--- config.mk ---
export PLATFORM = sky130hd
export DESIGN_NAME = inst_fetch_ctrl
export DESIGN_NICKNAME = d
export VERILOG_FILES = /design/src/rtl/cpu_fetch_pkg.sv /design/src/rtl/fetch_queue.sv /design/src/rtl/inst_fetch_ctrl.sv
export SDC_FILE = /design/constraint.sdc
export NUM_CORES = 1
export LEC_CHECK = 0
export BUFFER_PORTS_ARGS = -buffer_cell sky130_fd_sc_hd__buf_2
export CELL_PAD_IN_SITES_DETAIL_PLACEMENT = 1
export CELL_PAD_IN_SITES_GLOBAL_PLACEMENT = 1
export CORE_ASPECT_RATIO = 1.75
export CORE_UTILIZATION = 40
export CTS_CLUSTER_SIZE = 28
export DETAILED_ROUTE_END_ITERATION = 12
export PLACE_DENSITY_LB_ADDON = 0.15
export SLEW_MARGIN = 20
export SYNTH_ARGS = -nofsm -noshare
export SYNTH_HDL_FRONTEND = slang
export SYNTH_HIERARCHICAL = 1
export SYNTH_SLANG_ARGS = --single-unit
export TNS_END_PERCENT = 1
--- constraint.sdc ---
create_clock -name clk -period 4.6 [get_ports clk]
set_input_delay 0.46 -clock clk [delete_from_list [all_inputs] [get_ports clk]]
set_output_delay 0.46 -clock clk [all_outputs]
set_load 0.01 [all_outputs]
--- src/rtl/cpu_fetch_pkg.sv ---
// rtl/cpu_fetch_pkg.sv - shared types and constants for the instruction fetch block
package cpu_fetch_pkg;

  localparam int INST_W = 32;
  localparam int ADDR_W = 32;
  localparam logic [ADDR_W-1:0] DEFAULT_RESET_PC = 32'h0000_0000;

  typedef enum logic [1:0] {
    ST_IDLE   = 2'd0,
    ST_RUN    = 2'd1,
    ST_HALTED = 2'd2,
    ST_FAULT  = 2'd3
  } fetch_state_t;

  typedef struct packed {
    logic [ADDR_W-1:0] pc;
    logic [INST_W-1:0] inst;
  } fetch_entry_t;

endpackage

--- src/rtl/fetch_queue.sv ---
// rtl/fetch_queue.sv - small synchronous FIFO of {pc, inst} entries with flush
module fetch_queue
  import cpu_fetch_pkg::*;
#(
  parameter int DEPTH = 2
) (
  input  logic                         clk,
  input  logic                         rst_n,
  input  logic                         flush,
  input  logic                         enq,
  input  logic                         deq,
  input  fetch_entry_t                 enq_data,
  output logic                         full,
  output logic                         empty,
  output fetch_entry_t                 head,
  output logic [$clog2(DEPTH+1)-1:0]   count
);

  localparam int PW = $clog2(DEPTH);
  localparam int CW = $clog2(DEPTH + 1);

  fetch_entry_t    mem [DEPTH];
  logic [PW-1:0]   wr_ptr;
  logic [PW-1:0]   rd_ptr;
  logic            do_enq;
  logic            do_deq;

  assign full   = (count == CW'(DEPTH));
  assign empty  = (count == '0);
  assign head   = mem[rd_ptr];
  assign do_deq = deq && !empty;
  // A full queue still accepts a write when the head leaves in the same cycle.
  assign do_enq = enq && (!full || do_deq);

  always_ff @(posedge clk or negedge rst_n) begin
    if (!rst_n) begin
      wr_ptr <= '0;
      rd_ptr <= '0;
      count  <= '0;
      for (int i = 0; i < DEPTH; i++) mem[i] <= '0;
    end else if (flush) begin
      wr_ptr <= '0;
      rd_ptr <= '0;
      count  <= '0;
    end else begin
      if (do_enq) begin
        mem[wr_ptr] <= enq_data;
        wr_ptr      <= wr_ptr + PW'(1);
      end
      if (do_deq) rd_ptr <= rd_ptr + PW'(1);
      count <= count + CW'(do_enq) - CW'(do_deq);
    end
  end

endmodule

--- src/rtl/inst_fetch_ctrl.sv ---
// rtl/inst_fetch_ctrl.sv - instruction fetch sequencer: pc, fetch FSM and decode queue
module inst_fetch_ctrl
  import cpu_fetch_pkg::*;
#(
  parameter logic [ADDR_W-1:0] RESET_PC = DEFAULT_RESET_PC,
  parameter int                QDEPTH   = 2,
  parameter logic [ADDR_W-1:0] PC_STEP  = 32'd4
) (
  input  logic              clk,
  input  logic              rst_n,
  input  logic              start,
  input  logic              halt_req,
  input  logic              redirect_valid,
  input  logic [ADDR_W-1:0] redirect_pc,
  output logic [ADDR_W-1:0] rom_addr,
  input  logic [INST_W-1:0] rom_inst,
  output logic              out_valid,
  input  logic              out_ready,
  output logic [INST_W-1:0] out_inst,
  output logic [ADDR_W-1:0] out_pc,
  output logic              halted,
  output logic              fault,
  output logic [31:0]       fetch_cnt
);

  fetch_state_t                state;
  logic [ADDR_W-1:0]           pc;
  logic                        q_full;
  logic                        q_empty;
  fetch_entry_t                q_head;
  logic [$clog2(QDEPTH+1)-1:0] q_count;
  logic                        deq;
  logic                        fetch;
  logic                        misaligned;

  assign rom_addr   = pc;
  assign out_valid  = !q_empty;
  assign out_inst   = q_head.inst;
  assign out_pc     = q_head.pc;
  assign halted     = (state == ST_HALTED) && (q_count == '0);
  assign misaligned = redirect_valid && (redirect_pc[1:0] != 2'b00);
  // Redirect wins over both ends of the queue.
  assign deq        = out_valid && out_ready && !redirect_valid;
  assign fetch      = (state == ST_RUN) && !redirect_valid && !halt_req && (!q_full || deq);

  fetch_queue #(.DEPTH(QDEPTH)) u_queue (
    .clk      (clk),
    .rst_n    (rst_n),
    .flush    (redirect_valid),
    .enq      (fetch),
    .deq      (deq),
    .enq_data ('{pc: pc, inst: rom_inst}),
    .full     (q_full),
    .empty    (q_empty),
    .head     (q_head),
    .count    (q_count)
  );

  always_ff @(posedge clk or negedge rst_n) begin
    if (!rst_n) begin
      state     <= ST_IDLE;
      pc        <= RESET_PC;
      fault     <= 1'b0;
      fetch_cnt <= '0;
    end else if (misaligned) begin
      state <= ST_FAULT;
      fault <= 1'b1;
    end else if (redirect_valid) begin
      pc <= redirect_pc;
      if (state == ST_RUN && halt_req) state <= ST_HALTED;
    end else begin
      if (fetch) begin
        pc        <= pc + PC_STEP;
        fetch_cnt <= fetch_cnt + 32'd1;
      end
      case (state)
        ST_IDLE:   if (start) state <= ST_RUN;
        ST_RUN:    if (halt_req) state <= ST_HALTED;
        ST_HALTED: if (start) state <= ST_RUN;
        default:   state <= ST_FAULT;
      endcase
    end
  end

endmodule

* Yosys cells after proc, flatten, opt, wreduce, memory -nomap -nowiden
Cells that the tools add are included.
** Storage, ports and cells
- Bits in registers :: 199
- Bits of input ports :: 70
- Output and inout bits :: 131
- Logic and storage cells :: 77
** Cells by class
- Add/sub/neg operators :: 6
- $lt $le $gt $ge :: 3
- Equality and inequality tests :: 6
- Multiplexer cells :: 19
- Bitwise gates (word level) :: 4
- Reduce and logical (&&, ||, !) cells :: 28
** Operator list (number)
- $mux W64 :: 4
- $bwmux W128 :: 1
- $demux W64 S1 :: 1
- $mux W32 :: 2
- $add A32 B1 Y32 const B :: 1
- $add A32 B3 Y32 const B :: 1
- $mux W2 :: 6
- $logic_and A1 B1 Y1 :: 11
- $reduce_bool A2 Y1 :: 4
- $reduce_and A3 Y1 :: 2
- $eq A2 B2 Y1 const B :: 2
- $ge A2 B2 Y1 const B :: 2
- $logic_not A1 Y1 :: 4
- $logic_not A2 Y1 :: 2
- $mux W1 :: 4
- $ne A4 B1 Y1 const B :: 1
- $ne A4 B4 Y1 const B :: 1
- $not A1 Y2 :: 2
- $pmux W2 S2 :: 1
- $reduce_and A2 Y1 :: 2
- $ne A3 B1 Y1 const B :: 1
- $add A1 B1 Y1 const B :: 2
- $add A2 B1 Y2 :: 1
- $eq A2 B1 Y1 const B :: 1
- 5 further kinds :: 7

* Depth between registers and ports, before layout
Gate-level depths: netlist of run 1.
- Word-level depth :: 10
- Mapped depth :: 11
- Mapped depth without buffers :: 10

* Hierarchy
The synthesis of run 1 kept the hierarchy.
** By module, submodules not included
- fetch_queue :: instances 1, cells each 365, area an instance 5979.5 um2
- inst_fetch_ctrl :: instances 1, cells each 372, area an instance 3588.4 um2

* Least setup slack after synthesis of run 1
No wires, ideal clock.
- Path type :: input to register
- Start point :: input port redirect_valid
- End point :: register u_queue/mem[10] in the netlist's numbering
- Setup time :: 0.125 ns
- Arrival time :: 2.236 ns
- Data required time :: 4.475 ns
- Path slack :: 2.239 ns
- Stages on the path :: 8
- Buffers on the path :: 3
- Cell sequence :: nor4b_2 a21bo_2 inv_1 clkbuf_1 and4b_1 buf_6 buf_6 mux2_4
** Between the ends
- Word-level cells in the longest chain between the ends :: 6
- Elaborated cells between the ends (all ways) :: 11
- Those cells by class :: 1 x bitwise; 10 x reduce/logical
** Ends and longest elaborated chain
- from (decl) :: line inst_fetch_ctrl.sv:13 : input logic redirect_valid,
- $logic_not A1 Y1 (*) :: line inst_fetch_ctrl.sv:43, inst_fetch_ctrl.sv:44
- $logic_and A1 B1 Y1, on equally long branches :: line inst_fetch_ctrl.sv:44, inst_fetch_ctrl.sv:43
- $logic_and A1 B1 Y1 / $logic_or A1 B1 Y1 (equally long branches) :: line inst_fetch_ctrl.sv:44 : assign fetch = (state == ST_RUN) && !redirect_valid && !halt_req && (!q_full || deq);
- $logic_and A1 B1 Y1 (*) :: line inst_fetch_ctrl.sv:44
- net fetch :: line inst_fetch_ctrl.sv:33 : logic fetch;
- $logic_and A1 B1 Y1 (*) :: line fetch_queue.sv:33 : assign do_enq = enq && (!full || do_deq);
- $reduce_and A2 Y1 (no line) (*)
- to (signal, indexed assignment) :: line fetch_queue.sv:47 : mem[wr_ptr] <= enq_data;
- to (decl) :: line fetch_queue.sv:22 : fetch_entry_t mem [DEPTH];
Mark *: on every way through the listed nets, which the timed path passes. The rest lies on a longest branch.
A chain may end at the register's enable or synchronous reset.

* Final worst setup path of run 1
- Start point :: register u_queue.count[1]
- End point :: register u_queue/mem[88] in the netlist's numbering
** Between the ends
- Word-level cells in the longest chain between the ends :: 8
- Elaborated cells between the ends (all ways) :: 12
- Those cells by class :: 1 x eq/ne; 11 x reduce/logical
** Ends and longest elaborated chain
- from (decl) :: line fetch_queue.sv:16 : output logic [$clog2(DEPTH+1)-1:0] count
- from (signal assigned) :: line fetch_queue.sv:51 : count <= count + CW'(do_enq) - CW'(do_deq);
- $logic_not A2 Y1 (*) :: line fetch_queue.sv:29 : assign empty = (count == '0);
- net q_empty :: line inst_fetch_ctrl.sv:29 : logic q_empty;
- $logic_not A1 Y1 (*) :: line inst_fetch_ctrl.sv:37 : assign out_valid = !q_empty;
- $logic_and A1 B1 Y1 (*) (2 in series) :: line inst_fetch_ctrl.sv:43 : assign deq = out_valid && out_ready && !redirect_valid;
- net deq :: line inst_fetch_ctrl.sv:32 : logic deq;
- $logic_or A1 B1 Y1 / $logic_and A1 B1 Y1 (equally long branches) :: line inst_fetch_ctrl.sv:44, fetch_queue.sv:31
- $logic_and A1 B1 Y1 / $logic_or A1 B1 Y1 (equally long branches) :: line inst_fetch_ctrl.sv:44, fetch_queue.sv:33
- $logic_and A1 B1 Y1 (*) :: line fetch_queue.sv:33
- $reduce_and A2 Y1 (no line) (*)
Marked as above.

==> impl_metrics.yaml, run 1 <==
sta:
  final_max_slew_viol_count: 0
  finalSetupTns_ns: 0
  fin_crit_ns: 2.69
  fmax_mhz: 372
  finalHoldViolations: 0
  rsz0062_at_grt: "no"
  max_slew_margin: 0.298
  tightest_slew_ns: 1.05
  finalClockSkew_ns: 0.00895
  period_share: 0.584
  finalSetupViolCount: 0
route:
  drt-total-wl_um: 24800
  drtPass1Iterations: 4
  drc: 0
  vias: 6692
  avgViaCountPerCell: 5.39
  wire_per_inst_um: 19.9
  ant_nets: 0
  drt_iter0_markers: 203
worst_setup_path:
  start_kind: "register"
  r2r-start: "u_queue/count[1]"
  rrSetupSlack_ns: 1.91
  r2r_end: "u_queue/mem[88]"
  path_class: "register to register"
  reg2reg_depth: 6
  endpoint: "u_queue/mem[88]"
  startpoint: "u_queue/count[1]"
  crit_path_end_kind: "register"
  cp_data_arrival_time_ns: 3.01
  cp.required_ns: 4.92
  cp_max_fo: 65
logic_synthesis:
  syn_area_per_cell_um2: 13.0
  ys_ff_latch: 199
  yosysWarnings: 6
  synth_top_area_frac: 0.520
  synth.top_cells.by_area: "dfrtp_1 (52%), mux2_2 (16%), mux2_4 (9.4%), xnor2_1 (2.0%), o21ai_0 (1.4%)"
  synth_edf_count: 0
  synth_async_sr_flop_share: 1.00
  yosys.area.top_type: "dfrtp_1"
  ys.flop_type: "dfrtp_1"
  netlist_instances: 737
  yosysMostFrequentCell: "dfrtp_1"
  ys_top_cells_by_count: "dfrtp_1 (199), mux2_2 (132), mux2_4 (60)"
  syn_area_um2: 9570
  ys_types: 57
  syn_nets: 811
  ys_seq_area_frac: 0.520
power:
  power_mw: 3.64
  ir_worst_vdd_mv: 0.254
  power-per-cell-area_nw_per_um2: 319
  p_leak_nw: 5.79
finish:
  diodes: 0
  n_fill_cell: 2501
  final_cells: 1242
  final_core_util: 0.488
  syn2layout_area_growth_pct: 19.4
  layout-drive-gt1-share: 0.473
  post-route-cell-area_um2: 11400
  fin_nets: 999
place:
  gp_congestion: 0.767
  portBuffers: 200
  placed_cells: 1208
  dp.final_hpwl_um: 16700
  placed_area_um2: 10800
clocking:
  cts_tree: "done"
  post_cts_buffers: 0
  cts.sink_count: 199
  htree_levels: 4
  clockBufferDepth: 2
  clk_pin_slew_ns: 0.07
  cts.root.buffer_cell: "clkbuf_16"
  post_cts_resize_count: 0
  numCtsBuffers: 17
  clock_latency_ns: 0.45
grt:
  grt_overflow_total: 0
  grt_max_degree: 122
  grt_usage: 0.210
  grt_pass1_vias: 7201
  antenna_found_initial: 0
  grt_pass1_wl_um: 39600
worst_hold_path:
  hold_class: "primary input to register"
floorplan:
  start_util: 0.408
  die_x_um: 119
  rows: 74
  die-area_um2: 24600
  io_pins: 201
  core_area_um2: 23400
  die_h_um: 207
run:
  cap_violations: 0
run_status:
  status: "finished clean"
final cells by class:
class                      count  area, µm²  area share
tap                          304        380      0.0333
clock buffer                  21        450      0.0394
clock inverter                11        100     0.00876
multi-input combinational    488       4340       0.380
inverter                       9       33.8     0.00296
sequential                   199       4980       0.436
timing repair buffer         210       1130      0.0991
critical path: stages, from the launching register on:
cell and delay (ns):
dfrtp_1 0.45, nor2_1 0.17, nand2b_1 0.17, nor2_1 0.07
or3b_4 0.45, nand3_4 0.76, mux2_2 0.42
worst min-delay path by stage:
stage | from | end | depth (start not counted)
detailed placement | fault | fault | 1
global route | rom_inst[8] | u_queue/mem[8] | 2
global placement | fault | fault | 1
finish | rom_inst[31] | u_queue/mem[31] | 2
floorplan | rst_n | fault | 0
CTS | rst_n | fetch_cnt[6] | 1
sequential cells by signal, indices dropped and copies added, names as in the netlist:
name            count
rom_addr           32
u_queue/wr_ptr      1
state               2
fault               1
fetch_cnt          32
u_queue/mem       128
u_queue/count       2
u_queue/rd_ptr      1
per-layer routing:
metal / GRT usage / up-vias / wire length, µm
met5: 0 / - / 0
met4: 0.0805 / 0 / 495
met3: 0.0363 / 26 / 907
met2: 0.383 / 160 / 13400
met1: 0.246 / 3438 / 9980
li1: - / 3068 / -
through the flow:
step                      setup WS (ns)  hold WS [ns]
final                              1.91         0.253
after global routing               1.74         0.240
after CTS                          1.89         0.205
after detailed placement           1.47         0.461
after global placement             1.49         0.453
after floorplan                    2.24         0.164
what timing repair did:
action,4_1_cts,5_1_grt
hold buffers,0,1
setup endpoints to repair,0,0
endpoints found under the hold margin,0,30
logic make-up (layout without fill, tap and decap cells):
kind of cell / after synthesis / in the layout / synth area share
muxes: 204 / 204 / 0.263
DFF: 199 / 199 / 0.520
and+or+nand+nor: 148 / 148 / 0.0876
AOI/OAI and AO/OA: 98 / 98 / 0.0650
buffers and inverters: 50 / 251 / 0.0280
xor gates and xnor gates: 34 / 34 / 0.0311
adders and majority gates: 4 / 4 / 0.00523
report_power, final:
| group | total [mW] | leakage (nW) | internal, mW | switching [mW] |
|---|---|---|---|---|
| combinational | 0.315 | 2.85 | 0.142 | 0.172 |
| clock | 1.44 | 0.268 | 0.762 | 0.674 |
| sequential | 1.89 | 2.68 | 1.80 | 0.0887 |
| total | 3.64 | 5.79 | 2.71 | 0.935 |
cell usage in the layout (no fill, tap or decap), types with 10 or more instances in the layout:
cell / netlist / routed
nor3_1: 18 / 17
a22oi_1: 12 / 12
dfrtp_1: 199 / 198
nand3_1: 23 / 22
nand4_1: 16 / 16
clkbuf_16: 0 / 17
buf_2: 7 / 199
o22ai_1: 10 / 10
nor2_1: 23 / 23
mux2_2: 132 / 132
xnor2_1: 22 / 22
o21ai_0: 26 / 26
mux2_4: 60 / 60
xor2_1: 12 / 12
nand2_1: 27 / 27
a21oi_1: 24 / 24
No activity file was read; power rests on OpenSTA's default activity.
==> run 2: changes to the inputs <==
clock period = 2.2 ns   (was 4.6 ns; I/O delays follow)
==> impl_metrics.yaml, run 2 (same netlist as run 1, synthesis figures left out) <==
sta:
  period_share: 0.959
  finalSetupTns_ns: 0
  holdWs_ns: 0.0237
  finalClockSkew_ns: 0.00808
  finalSetupViolCount: 0
  rsz0062_at_grt: "no"
  worst_slack_ns: 0.0906
  final_max_slew_viol_count: 0
  max_slew_margin: 0.691
  fmax_mhz: 474
  tightest_slew_ns: 0.460
  finalHoldViolations: 0
  fin_crit_ns: 2.11
worst_setup_path:
  rrSetupSlack_ns: 0.09
  start_kind: "register"
  r2r_end: "u_queue/mem[49]"
  cp.required_ns: 1.98
  crit_path_end_kind: "output pin"
  reg2reg_depth: 7
  cp_max_fo: 21
  cp_data_arrival_time_ns: 1.89
  path_class: "register to output pin"
  r2r-start: "u_queue/count[1]"
clocking:
  clk_pin_slew_ns: 0.07
  htree_levels: 4
  cts_tree: "done"
  clock_latency_ns: 0.44
  cts.root.buffer_cell: "clkbuf_16"
  numCtsBuffers: 17
  clockBufferDepth: 2
  cts.sink_count: 199
finish:
  fin_nets: 1062
  largest_register: "u_queue/mem"
  syn2layout_area_growth_pct: 25.6
  n_fill_cell: 2522
  layout_commonest_cell: "buf_2"
  layout-drive-gt1-share: 0.499
  final_cell_mix: "buf_2 (199), dfrtp_1 (198), mux2_2 (132), mux2_4 (60), buf_4 (50)"
  final_cells: 1308
  largest_reg_flops: 128
place:
  gp_congestion: 0.814
  placed_cells: 1261
  dp.final_hpwl_um: 19100
  portBuffers: 200
  detailedPlace.worstSlack_ns: 0.0951
worst_hold_path:
  min_from: "rom_inst[30]"
  hold_class: "primary input to register"
  holdPathStages: 2
  whs_endpoint: "u_queue/mem[30]"
floorplan:
  die_h_um: 207
  core_area_um2: 23400
  io_pins: 201
  die_x_um: 119
  rows: 74
  start_util: 0.408
  die-area_um2: 24600
run_status:
  status: "finished clean"
route:
  drt_iter0_markers: 266
  ant_nets: 0
  wire_per_inst_um: 20.1
  drt-total-wl_um: 26300
  drtPass1Iterations: 4
  vias: 7002
  drc: 0
  avgViaCountPerCell: 5.35
grt:
  grt_pass1_wl_um: 42200
  grt_overflow_total: 0
  grt_max_degree: 63
  grt_pass1_vias: 7585
  antenna_found_initial: 2
  grt_usage: 0.223
power:
  power-per-cell-area_nw_per_um2: 638
  ir_worst_vdd_mv: 0.539
  power_mw: 7.67
  p_leak_nw: 6.11
run:
  cap_violations: 0
run 2: changes by cell type in the layout (fill, tap and decap cells not counted), moves of 2 or more:
| cell | before | now |
|---|---|---|
| buf_4 | 6 | 50 |
| dlygate4sd3_1 | 1 | 12 |
| buf_12 | 2 | 10 |
| diode_2 | 0 | 3 |
| clkinv_4 | 2 | 4 |
run 2: report_power, final:
group / switching (mW) / leakage [nW] / internal (mW) / total [mW]
clock: 1.43 / 0.260 / 1.51 / 2.94
sequential: 0.113 / 2.68 / 3.77 / 3.88
combinational: 0.465 / 3.18 / 0.381 / 0.846
run 2: worst max-delay path, cell delays in order, from the launching register on:
cell and delay [ns]:
dfrtp_4 0.68, buf_4 0.27, mux2_2 0.35, buf_2 0.14
run 2: worst max-delay path by stage:
stage / from / end / slack [ns] / depth (start not counted)
floorplan: state[1] / u_queue/mem[10] / 0.06 / 8
global placement: rom_addr[2] / rom_addr[22] / 0.12 / 5
detailed placement: state[1] / fetch_cnt[31] / 0.1 / 5
CTS: u_queue/rd_ptr / out_inst[27] / 0.03 / 3
global route: state[1] / fetch_cnt[21] / 0.006 / 5
finish: u_queue/rd_ptr / out_inst[16] / 0.09 / 3
run 2: area by class of cell:
type                            count  area, µm²  area share
Sequential cell                   199       4980       0.415
Multi-Input combinational cell    488       4360       0.362
Timing Repair Buffer              273       1720       0.143
Clock buffer                       22        464      0.0386
Tap cell                          304        380      0.0317
Clock inverter                     10       73.8     0.00614
Inverter                            9       33.8     0.00281
Antenna cell                        3       7.51    0.000625
run 2: routing by layer:
metal	global-route usage	routed length, µm	share of wire	vias to the layer above
met1	0.259	10200	0.39	3617
met4	0.0832	549	0.021	0
li1	-	-	-	3191
met3	0.0401	889	0.034	34
met5	0	0	0	-
met2	0.408	14700	0.56	160
run 2: stage by stage:
step | area, µm² | utilization
2_1_floorplan | 9570 | -
3_3_place_gp | 11300 | 0.484
3_5_place_dp | 11300 | 0.484
4_1_cts | 12000 | 0.512
5_1_grt | 12000 | 0.513
6_report | 12000 | 0.513
run 2: repair_timing:
item | in CTS | in global routing
hold buffers | 12 | 0
setup buffers | 0 | 0
hold endpoints to repair | 56 | 0
endpoints found under the setup margin | 0 | 6
gates resized for setup | 0 | 5
==> run 3: changes to the inputs <==
CORE_ASPECT_RATIO = 1.4   (was 1.75)
PLACE_DENSITY = 0.84   (was unset)
PLACE_DENSITY_LB_ADDON = unset   (was 0.15)
REMOVE_ABC_BUFFERS = 1   (was unset)
==> impl_metrics.yaml, run 3 (same netlist as run 1, synthesis figures left out) <==
route:
  ant_nets: 0
  wire_per_inst_um: 20.4
  drt_iter0_markers: 286
  drt-total-wl_um: 26300
  vias: 6912
  drc: 0
  drtPass1Iterations: 4
  avgViaCountPerCell: 5.36
grt:
  grt_overflow_total: 0
  grt_max_degree: 62
  grt_pass1_vias: 7661
  grt_usage: 0.221
  grt_pass1_wl_um: 42200
  antenna_found_initial: 6
sta:
  finalSetupTns_ns: 0
  worst_slack_ns: 0.0690
  fmax_mhz: 469
  rsz0062_at_grt: "yes"
  final_max_slew_viol_count: 0
  holdWs_ns: 0.0230
  fin_crit_ns: 2.13
  period_share: 0.969
  tightest_slew_ns: 0.501
  finalHoldViolations: 0
  finalClockSkew_ns: 0.00953
  max_slew_margin: 0.664
  finalSetupViolCount: 0
floorplan:
  start_util: 0.409
  die-area_um2: 24600
  die_h_um: 185
  io_pins: 201
  core_area_um2: 23400
  die_x_um: 133
  rows: 66
finish:
  layout-drive-gt1-share: 0.501
  fin_nets: 1038
  largest_register: "u_queue/mem"
  final_cell_mix: "buf_2 (199), dfrtp_1 (198), mux2_2 (131), mux2_4 (61), buf_4 (39)"
  largest_reg_flops: 128
  post-route-cell-area_um2: 11800
  syn2layout_area_growth_pct: 23.6
  layout_commonest_cell: "buf_2"
clocking:
  numCtsBuffers: 17
  cts.sink_count: 199
  clock_latency_ns: 0.44
  clockBufferDepth: 2
  clk_pin_slew_ns: 0.07
  post_cts_buffers: 0
  htree_levels: 4
  cts.root.buffer_cell: "clkbuf_16"
  cts_tree: "done"
place:
  detailedPlace.worstSlack_ns: 0.00789
  placed_area_um2: 11200
  portBuffers: 200
  dp.final_hpwl_um: 18800
  gp_congestion: 0.844
worst_hold_path:
  min_from: "rom_inst[31]"
  whs_endpoint: "u_queue/mem[31]"
  holdPathStages: 2
  hold_class: "primary input to register"
power:
  ir_worst_vdd_mv: 0.563
  p_leak_nw: 6.00
  power_mw: 7.69
  power-per-cell-area_nw_per_um2: 650
worst_setup_path:
  cp.required_ns: 2.52
  crit_path_end_kind: "register"
  r2r-start: "u_queue/count[1]"
  r2r_end: "u_queue/mem[14]"
  rrSetupSlack_ns: 0.07
  reg2reg_depth: 7
  path_class: "register to register"
  cp_data_arrival_time_ns: 2.45
  start_kind: "register"
  cp_max_fo: 33
run:
  cap_violations: 0
run_status:
  status: "finished clean"
==> run 3: where the power goes <==
part | total (mW) | switching, mW | leakage [nW] | internal [mW]
Clock | 3.00 | 1.49 | 0.264 | 1.51
Combinational | 0.799 | 0.444 | 3.06 | 0.354
Sequential | 3.89 | 0.128 | 2.68 | 3.77
==> run 3: cell type report <==
cell class	count	area [µm²]
flip-flops and latches	199	4980
diodes	6	15.0
clock buffers	19	443
fillers	2477	11500
multi-input cells	488	4360
well taps	306	383
inverters	9	33.8
repair buffers	249	1490
clock inverters	13	113
==> run 3: critical path, stage by stage (launching register included) <==
cell	delay (ns)
dfrtp_1	0.40
buf_4	0.16
nor2b_1	0.13
a21bo_2	0.23
inv_2	0.08
and4b_4	0.35
buf_12	0.28
mux2_4	0.33
==> run 3: metrics by stage <==
step | util | std cells
6_report | 0.506 | 1289
5_1_grt | 0.506 | 1288
4_1_cts | 0.504 | 1283
3_5_place_dp | 0.480 | 1250
3_3_place_gp | 0.480 | 1250
2_1_floorplan | - | 696
==> run 3: per-layer routing <==
metal	part of all wire	GRT usage
met2	0.53	0.377
met5	0	0
met3	0.034	0.0383
met1	0.41	0.269
met4	0.032	0.113
==> run 3: how the worst max path moves through the flow <==
stage / start / to / slack (ns) / cells past startpoint
floorplan: state[1] / u_queue/mem[0] / -2.17 / 5
global placement: redirect_valid / u_queue/mem[63] / 0.05 / 7
detailed placement: redirect_valid / u_queue/mem[63] / 0.008 / 7
CTS: state[1] / u_queue/mem[63] / 0.003 / 6
global route: state[0] / u_queue/mem[14] / -0.005 / 6
finish: u_queue/count[1] / u_queue/mem[14] / 0.07 / 7
==> run 3: timing repair <==
item / 4_1_cts / 5_1_grt
setup endpoints to repair: 0 / 60
endpoints found under the hold margin: 42 / 0
hold buffers: 1 / 0
gates resized for setup: 0 / 6
